==> src/rtl/systolic_pkg.sv <==
// systolic_pkg: shared state encoding and size-derived widths/lengths for the systolic controller
package systolic_pkg;
    typedef enum logic [1:0] {LOAD, CALC, DRAIN} state_t;
    function automatic int calc_len(input int n);
        return 3 * n - 2;
    endfunction
    function automatic int beat_w(input int n);
        return $clog2(n) + 1;
    endfunction
    function automatic int cyc_w(input int n);
        return $clog2(3 * n);
    endfunction
endpackage

==> src/rtl/systolic_skew_gen.sv <==
// systolic_skew_gen: lane i reads during the size-cycle window starting at cyc == i
module systolic_skew_gen #(
    parameter int size = 16,
    parameter int cw = 6
) (
    input  logic          en,
    input  logic [cw-1:0] cyc,
    output logic [size-1:0] ren
);
    for (genvar i = 0; i < size; i++) begin : g_lane
        assign ren[i] = en && (int'(cyc) >= i) && (int'(cyc) < i + size);
    end
endmodule

==> src/rtl/systolic_ctrl.sv <==
// systolic_ctrl: load / compute-wavefront / drain sequencer for one size x size job at a time
module systolic_ctrl
    import systolic_pkg::*;
#(
    parameter int size = 16
) (
    input  logic                    clk,
    input  logic                    rst,
    input  logic                    recv_val,
    output logic                    recv_rdy,
    output logic                    send_val,
    input  logic                    send_rdy,
    output logic                    mac_en,
    output logic                    pe_clr,
    output logic [size-1:0]         x_fifo_wen,
    output logic [size-1:0]         x_fifo_ren,
    input  logic [size-1:0]         x_fifo_full,
    output logic [size-1:0]         w_fifo_wen,
    output logic [size-1:0]         w_fifo_ren,
    input  logic [size-1:0]         w_fifo_full,
    output logic [$clog2(size)-1:0] out_rsel,
    output logic [$clog2(size)-1:0] out_csel,
    output logic                    busy
);
    localparam int bw = beat_w(size);
    localparam int cw = cyc_w(size);
    localparam int sw = $clog2(size);
    localparam logic [bw-1:0] beat_last = bw'(size - 1);
    localparam logic [cw-1:0] cyc_last = cw'(calc_len(size) - 1);
    localparam logic [sw-1:0] sel_last = sw'(size - 1);

    state_t state, state_nx;
    logic [bw-1:0] beat_cnt;
    logic [cw-1:0] cyc;
    logic load_fire, send_fire, last_beat, last_cyc, last_elem;

    assign recv_rdy   = (state == LOAD) && !(|x_fifo_full) && !(|w_fifo_full);
    assign load_fire  = recv_val && recv_rdy;
    assign x_fifo_wen = {size{load_fire}};
    assign w_fifo_wen = {size{load_fire}};
    assign mac_en     = state == CALC;
    assign send_val   = state == DRAIN;
    assign send_fire  = send_val && send_rdy;
    assign busy       = state != LOAD;
    assign last_beat  = beat_cnt == beat_last;
    assign last_cyc   = cyc == cyc_last;
    assign last_elem  = (out_rsel == sel_last) && (out_csel == sel_last);

    systolic_skew_gen #(.size(size), .cw(cw)) u_x_skew (.en(mac_en), .cyc(cyc), .ren(x_fifo_ren));
    systolic_skew_gen #(.size(size), .cw(cw)) u_w_skew (.en(mac_en), .cyc(cyc), .ren(w_fifo_ren));

    always_comb begin
        state_nx = state;
        if (load_fire && last_beat) state_nx = CALC;
        else if (mac_en && last_cyc) state_nx = DRAIN;
        else if (send_fire && last_elem) state_nx = LOAD;
    end

    always_ff @(posedge clk or posedge rst) begin
        if (rst) begin
            state    <= LOAD;
            beat_cnt <= '0;
            cyc      <= '0;
            out_rsel <= '0;
            out_csel <= '0;
            pe_clr   <= 1'b0;
        end else begin
            state  <= state_nx;
            pe_clr <= send_fire && last_elem;
            if (load_fire) beat_cnt <= last_beat ? '0 : beat_cnt + 1'b1;
            if (mac_en) cyc <= last_cyc ? '0 : cyc + 1'b1;
            if (send_fire) begin
                out_csel <= (out_csel == sel_last) ? '0 : out_csel + 1'b1;
                if (out_csel == sel_last) out_rsel <= (out_rsel == sel_last) ? '0 : out_rsel + 1'b1;
            end
        end
    end
endmodule

==> config.mk <==
export PLATFORM = sky130hd
export DESIGN_NAME = systolic_ctrl
export DESIGN_NICKNAME = d
export VERILOG_FILES = /design/src/rtl/systolic_pkg.sv /design/src/rtl/systolic_skew_gen.sv /design/src/rtl/systolic_ctrl.sv
export SDC_FILE = /design/constraint.sdc
export NUM_CORES = 1
export LEC_CHECK = 0
export ABC_AREA = 1
export CORE_ASPECT_RATIO = 1.5
export CORE_MARGIN = 2
export CORE_UTILIZATION = 25
export DETAILED_ROUTE_END_ITERATION = 16
export PLACE_DENSITY = 0.57
export RECOVER_POWER = 50
export SYNTH_ARGS = -nofsm -noshare
export SYNTH_HDL_FRONTEND = slang
export SYNTH_SLANG_ARGS = --single-unit
==> constraint.sdc <==
create_clock -name clk -period 3 [get_ports clk]
set_input_delay 0.9 -clock clk [delete_from_list [all_inputs] [get_ports clk]]
set_output_delay 0.9 -clock clk [all_outputs]
set_load 0.01 [all_outputs]
==> impl_metrics.ini, run 1 <==
[outcome]
status = complete, but fails checks
violations = negative setup slack

[yosys]
synth_nets = 307
ys_seq_elements = 22
syn_avg_cell_area_um2 = 7.337
syn_area_um2 = 1944
yosys_warnings = 0
seq_area_frac_synth = 0.2831
synthCells = 265
synthDistinctLibCells = 29

[critical_path]
rrSetupSlack_ns = 1.23
critPathMaxFanout = 5
worstSetupPathType = primary input to primary output
regToRegStartpoint = state[0]
crit_required_ns = 2.10
ff2ff_path_depth = 6
startpoint_type = primary input
crit_path_start = w_fifo_full[2]
r2r_end = out_rsel[0]
cp-end-kind = primary output
cp.arrival_ns = 2.14

[floorplanning]
rows = 39
coreArea_um2 = 7564
num_io_pins = 113
die_area_um2 = 8513
die-width_um = 76.01
die_h_um = 112.0
start_util = 0.2571

[route]
drtPass1Iterations = 4
drc = 0
first_iter_violations = 66
ant_nets = 0
wirelength_mm = 5.558
num_vias = 1942
wl_per_cell_um = 12.19
vias_per_cell = 4.259

[pwr]
clkPwrFrac = 0.445
total_power_uw = 629.0
swShare = 0.1998
p_per_area_nw_per_um2 = 197.7
p_comb_frac = 0.083
vdd_drop_max_uv = 229.6
leakagePower_uw = 0.001599
intPower_uw = 503.3
p_switching_uw = 125.7
seqPwrFrac = 0.472

[layout]
area_growth_pct = 63.64
drive_above_1_share = 0.3503
diodes = 0
layout_common_cells = nand2_1 (41), buf_6 (38), nor2_1 (37)
nets = 398
final_common_cell = nand2_1

[clock_tree]
ctsLongestPathBuffers = 2
clk_latency_ns = 0.25
cts.sinks = 22
htreeDepth = 1
clkTransAtPathRegs_ns = 0.06
root_buffer = clkbuf_16
cts_tree = done
numCtsBuffers = 3
hold_buffers = 0

[sta]
max_clock_freq_ghz = 0.3287
worst_slew_pin_slew_ns = 1.234
worst_slack_ns = -0.04201
setup_viol = 9
finClkSkew_ns = 0.002060
fin_crit_sh = 1.014
rsz0062_at_grt = true
final_max_slew_viol_count = 0
finalHoldViolations = 0
post-route-min-period_ns = 3.042
tns_ns = -0.3284
max-slew-margin-rel = 0.1771

[flow_run]
cap_violations = 0

[global_routing]
track_usage = 0.1218
antenna_found_initial = 0
grt_overflow_total = 0
grt_pass1_vias = 1874
grt_first_pass_wirelength_mm = 8.756
grt_max_degree = 23

[placement]
port_buffers = 112
finalWeightedCongestion = 0.8701
pre_cts_ws_ns = -0.5987
dp.final_hpwl_mm = 4.285

[min_path]
min_to = beat_cnt[4]
hp-class = register to register
hold_depth = 2
hold_start = beat_cnt[4]
kinds of logic (layout without fill, tap and decap cells):
logic type               after synthesis  after routing  share of synthesized area
AO/OA/AOI/OAI                         31             31                    0.09009
buffers and inverters                 74            163                     0.2375
XOR/XNOR                               4              4                    0.01802
flip-flops                            22             22                     0.2831
AND/OR/NAND/NOR                      128            128                     0.3327
adder cells (fa/ha/maj)                6              6                    0.03861
timing repair:
| item | CTS | global route |
|---|---|---|
| gates resized for setup | 232 | 64 |
| gates cloned | 3 | 0 |
| pin swaps | 10 | 10 |
| setup endpoints to repair | 38 | 54 |
| setup buffers | 11 | 0 |
synthesized netlist by cell type, drive strengths merged:
library cell | count | area [um2]
a21oi | 16 | 80.08
nand3 | 8 | 50.05
nand4 | 9 | 62.56
xnor2 | 1 | 8.760
nor3b | 1 | 12.51
a211oi | 6 | 45.04
nor4 | 1 | 6.260
inv | 25 | 93.84
o21ai | 8 | 43.79
nand2 | 48 | 207.7
xor2 | 3 | 26.28
nor3 | 6 | 35.03
buf | 49 | 367.9
dfrtp | 22 | 550.5
and3 | 1 | 7.510
o22ai | 1 | 6.260
ha | 6 | 75.07
nor2 | 54 | 265.3
how the worst max path moves through the flow:
stage | end | slack, ns | cells after the start
after global routing | w_fifo_wen[12] | -0.13 | 12
final | w_fifo_wen[12] | -0.04 | 12
after CTS | w_fifo_wen[12] | -0.009 | 10
after floorplan | w_fifo_wen[0] | 0.09 | 8
after detailed placement | x_fifo_wen[12] | -0.60 | 8
after global placement | w_fifo_wen[11] | -0.58 | 10
metrics by stage:
| stage | area, um2 | instances | hold slack, ns | utilization |
|---|---|---|---|---|
| 2_1_floorplan | 1948 | 265 | 0.4645 | - |
| 3_3_place_gp | 2909 | 439 | 0.4807 | 0.3846 |
| 3_5_place_dp | 2909 | 439 | 0.4902 | 0.3846 |
| 4_1_cts | 3033 | 456 | 0.5051 | 0.4010 |
| 5_1_grt | 3182 | 456 | 0.5288 | 0.4207 |
| 6_report | 3182 | 456 | 0.5033 | 0.4207 |
power groups by stage:
stage	registers, uW	clock network (uW)	logic, uW
2_1_floorplan	302	0	10.5
5_1_grt	296	302	58.6
4_1_cts	297	285	45.6
3_3_place_gp	302	0	61.8
6_report	297	280	52.3
3_5_place_dp	302	0	62.4
critical path: stages:
cell        delay (ns)
buf_6             0.10
nor2_4            0.08
nand2_1           0.05
nor2_1            0.13
nand2_2           0.09
nor2_4            0.15
nand3_4           0.09
clkinvlp_4        0.10
buf_12            0.14
buf_16            0.12
buf_12            0.10
buf_6             0.09
layer usage:
| metal | vias to the layer above | GRT usage | wire length, um |
|---|---|---|---|
| met5 | - | 0 | 0 |
| li1 | 981 | - | - |
| met4 | 0 | 0.02788 | 80 |
| met1 | 901 | 0.1336 | 2134 |
| met2 | 52 | 0.2423 | 3142 |
| met3 | 8 | 0.01929 | 199 |
flip-flops by register name (all words and copies together), names as in the netlist:
signal,flops
beat_cnt,5
out_rsel,4
state,2
out_csel,4
cyc,6
pe_clr,1
cell type report:
cell class	instances	area, um2
Inverter	25	97.59
Timing Repair Buffer	135	1343
Sequential cell	22	550.5
Clock buffer	3	75.07
Multi-Input combinational cell	169	988.4
Tap cell	102	127.6
Fill cell	782	4382
Power figures use the tool's default switching activity.
==> run 2: changes to the inputs <==
--- a/config.mk
+++ b/config.mk
@@ -10,6 +10,7 @@
 export CORE_MARGIN = 2
 export CORE_UTILIZATION = 25
 export DETAILED_ROUTE_END_ITERATION = 16
+export HOLD_SLACK_MARGIN = 0.05
 export PLACE_DENSITY = 0.57
 export RECOVER_POWER = 50
 export SYNTH_ARGS = -nofsm -noshare
==> results of run 2 <==
Same layout as run 1: the final DEF is identical, and so are final timing and power.
==> run 3: changes to the inputs <==
--- a/config.mk
+++ b/config.mk
@@ -5,7 +5,7 @@
 export SDC_FILE = /design/constraint.sdc
 export NUM_CORES = 1
 export LEC_CHECK = 0
-export ABC_AREA = 1
+export CAP_MARGIN = 10
 export CORE_ASPECT_RATIO = 1.5
 export CORE_MARGIN = 2
 export CORE_UTILIZATION = 25
==> impl_metrics.ini, run 3 <==
[outcome]
status = complete, but fails checks
violations = negative setup slack

[sta]
finClkSkew_ns = 0.003001
finalHoldViolations = 0
max-slew-margin-rel = 0.1813
worst_slack_ns = -0.2310
worst_slew_pin_slew_ns = 1.228
final_max_slew_viol_count = 0
fin_crit_sh = 1.077
setup_viol = 33
tns_ns = -5.656
max_clock_freq_ghz = 0.3095
rsz0062_at_grt = true
post-route-min-period_ns = 3.231
fin_hold_ws_ns = 0.5058

[placement]
dp.final_hpwl_mm = 3.873
finalWeightedCongestion = 0.7303
placed_area_um2 = 2953
port_buffers = 112
dp.cells = 401

[floorplanning]
start_util = 0.2562
die_area_um2 = 8487
num_io_pins = 113
coreArea_um2 = 7564
rows = 39
die_h_um = 111.8
die-width_um = 75.89

[pwr]
leakagePower_uw = 0.001475
clkPwrFrac = 0.324
p_switching_uw = 236.8
total_power_uw = 866.0
seqPwrFrac = 0.437
p_per_area_nw_per_um2 = 271.1
swShare = 0.2735
intPower_uw = 629.1
vdd_drop_max_uv = 175.8
p_comb_frac = 0.239

[clock_tree]
htreeDepth = 1
root_buffer = clkbuf_16
ctsLongestPathBuffers = 2
cts_tree = done
clkTransAtPathRegs_ns = 0.06
hold_buffers = 0
clk_latency_ns = 0.25
cts.sinks = 22
numCtsBuffers = 3

[critical_path]
worstSetupPathType = primary input to primary output
worstPathCellList = buf_6 -> nor4_4 -> nand4_2 -> nor4_4 -> buf_4 -> clkbuf_16 -> buf_6 -> buf_6 -> buf_6
cp-end-kind = primary output
path_buf_inv = 6
cp_top_family = simple AND/OR/NAND/NOR gates
crit_path_frequent_cell = buf_6
crit_required_ns = 2.10
startpoint_type = primary input
slowest_stage = nor4_4
cp.arrival_ns = 2.33
critPathMaxFanout = 3
cpPeakStageDelay_ns = 0.31

[route]
drc = 0
vias_per_cell = 4.393
drtPass1Iterations = 3
num_vias = 1823
wl_per_cell_um = 12.44
first_iter_violations = 58
ant_nets = 0
wirelength_mm = 5.163

[global_routing]
grt_overflow_total = 0
grt_pass1_vias = 1738
grt_first_pass_wirelength_mm = 8.073
antenna_found_initial = 0
grt_max_degree = 24
track_usage = 0.1204

[layout]
nFillCells = 774
drive_above_1_share = 0.3578
seq_area_um2 = 551.8
largestRegisters = cyc (6), beat_cnt (5)
fin_area_um2 = 3194
fin_cells = 415
multi_input_area_um2 = 1033
diodes = 0
nets = 357
largest_reg_flops = 6
area_growth_pct = 64.82
largest_register = cyc
layout_common_cells = buf_6 (42), clkdlybuf4s50_1 (30), nor2_1 (22)
final_common_cell = buf_6

[yosys]
yosysTopAreaCell = dfrtp_1
ys_seq_elements = 22
syn_avg_cell_area_um2 = 8.576
synthDistinctLibCells = 46
seq_area_frac_synth = 0.2841
synthFlopType = dfrtp_1
yosys_warnings = 0
synthCells = 226
synth_common_cells = buf_4 (48), dfrtp_1 (22), nor2_1 (22)
synth_nets = 268
synth_top_area_share = 0.2841
synthTopCellsByArea = dfrtp_1 (28%), buf_4 (19%), xor2_1 (5.0%)
synth-edff-count = 0
syn_area_um2 = 1938
ys_async_sr_fraction = 1.000
yosysMostFrequentCell = buf_4

[min_path]
hp-class = register to register

[flow_run]
cap_violations = 0
[run 3: cell count changes after synthesis, sizes merged, moves of 5 or more]
cell and change:
nand4 -6, nand2 -30, o21ai +6, clkbuf +5
xor2 +8, a21oi -11, nor2 -32, inv -16
nor4 +9
[run 3: per-layer routing]
| metal | GRT usage | part of all wire |
|---|---|---|
| met2 | 0.2190 | 0.54 |
| met5 | 0 | 0 |
| met3 | 0.02715 | 0.090 |
| met4 | 0.03509 | 0.013 |
| met1 | 0.1334 | 0.35 |
[run 3: cells by family after synthesis]
family	share of synthesized area
AOI/OAI and AO/OA	0.1123
xor gates and xnor gates	0.06327
buffers and inverters	0.2214
adders and majority gates	0.03873
DFF	0.2841
muxes	0.02711
and+or+nand+nor	0.2531
[run 3: path summary, 6_finish.rpt]
path / from / end / slack (ns) / cells after the start
setup / recovery: x_fifo_full[12] / x_fifo_wen[7] / -0.23 / 9
hold / removal: beat_cnt[2] / beat_cnt[2] / 0.51 / 1
setup reg to reg: cyc[1] / cyc[5] / 0.95 / 7
hold reg to reg: beat_cnt[2] / beat_cnt[2] / 0.51 / 1
max in group asynchronous: rst / cyc[3] / 0.71 / 3
min in group asynchronous: rst / out_csel[1] / 1.48 / 3
[run 3: power groups by stage]
stage | Combinational (uW) | Clock, uW | Sequential, uW
finish | 207 | 281 | 378
CTS | 217 | 285 | 379
detailed placement | 226 | 0 | 384
global placement | 222 | 0 | 383
global route | 230 | 298 | 387
floorplan | 69.4 | 0 | 392
[run 3: per-stage QoR]
stage | setup WS [ns] | utilization
6_report | -0.2310 | 0.4223
5_1_grt | -0.3000 | 0.4223
4_1_cts | -0.2383 | 0.4065
3_5_place_dp | -0.8785 | 0.3904
3_3_place_gp | -0.8560 | 0.3904
2_1_floorplan | -0.6016 | -
[run 3: worst reg2reg max path, stage by stage, from the launching register on]
cell	delay, ns
dfrtp_1	0.37
inv_1	0.10
ha_1	0.18
clkbuf_4	0.14
nand2_1	0.05
nor3_1	0.62
o21ai_0	0.22
a22o_1	0.26
[run 3: area by class of cell]
cell class                      instances  share of cell area
Timing Repair Buffer                  140              0.4285
Inverter                               10             0.01175
Tap cell                              102             0.03995
Sequential cell                        22              0.1727
Multi-Input combinational cell        138              0.3235
Clock buffer                            3             0.02350
[run 3: repair_timing]
item                       CTS  global route
pin swaps                   12             6
setup endpoints to repair   38            58
gates cloned                 2             1
buffers inserted             7             2
gates resized for setup    272            33
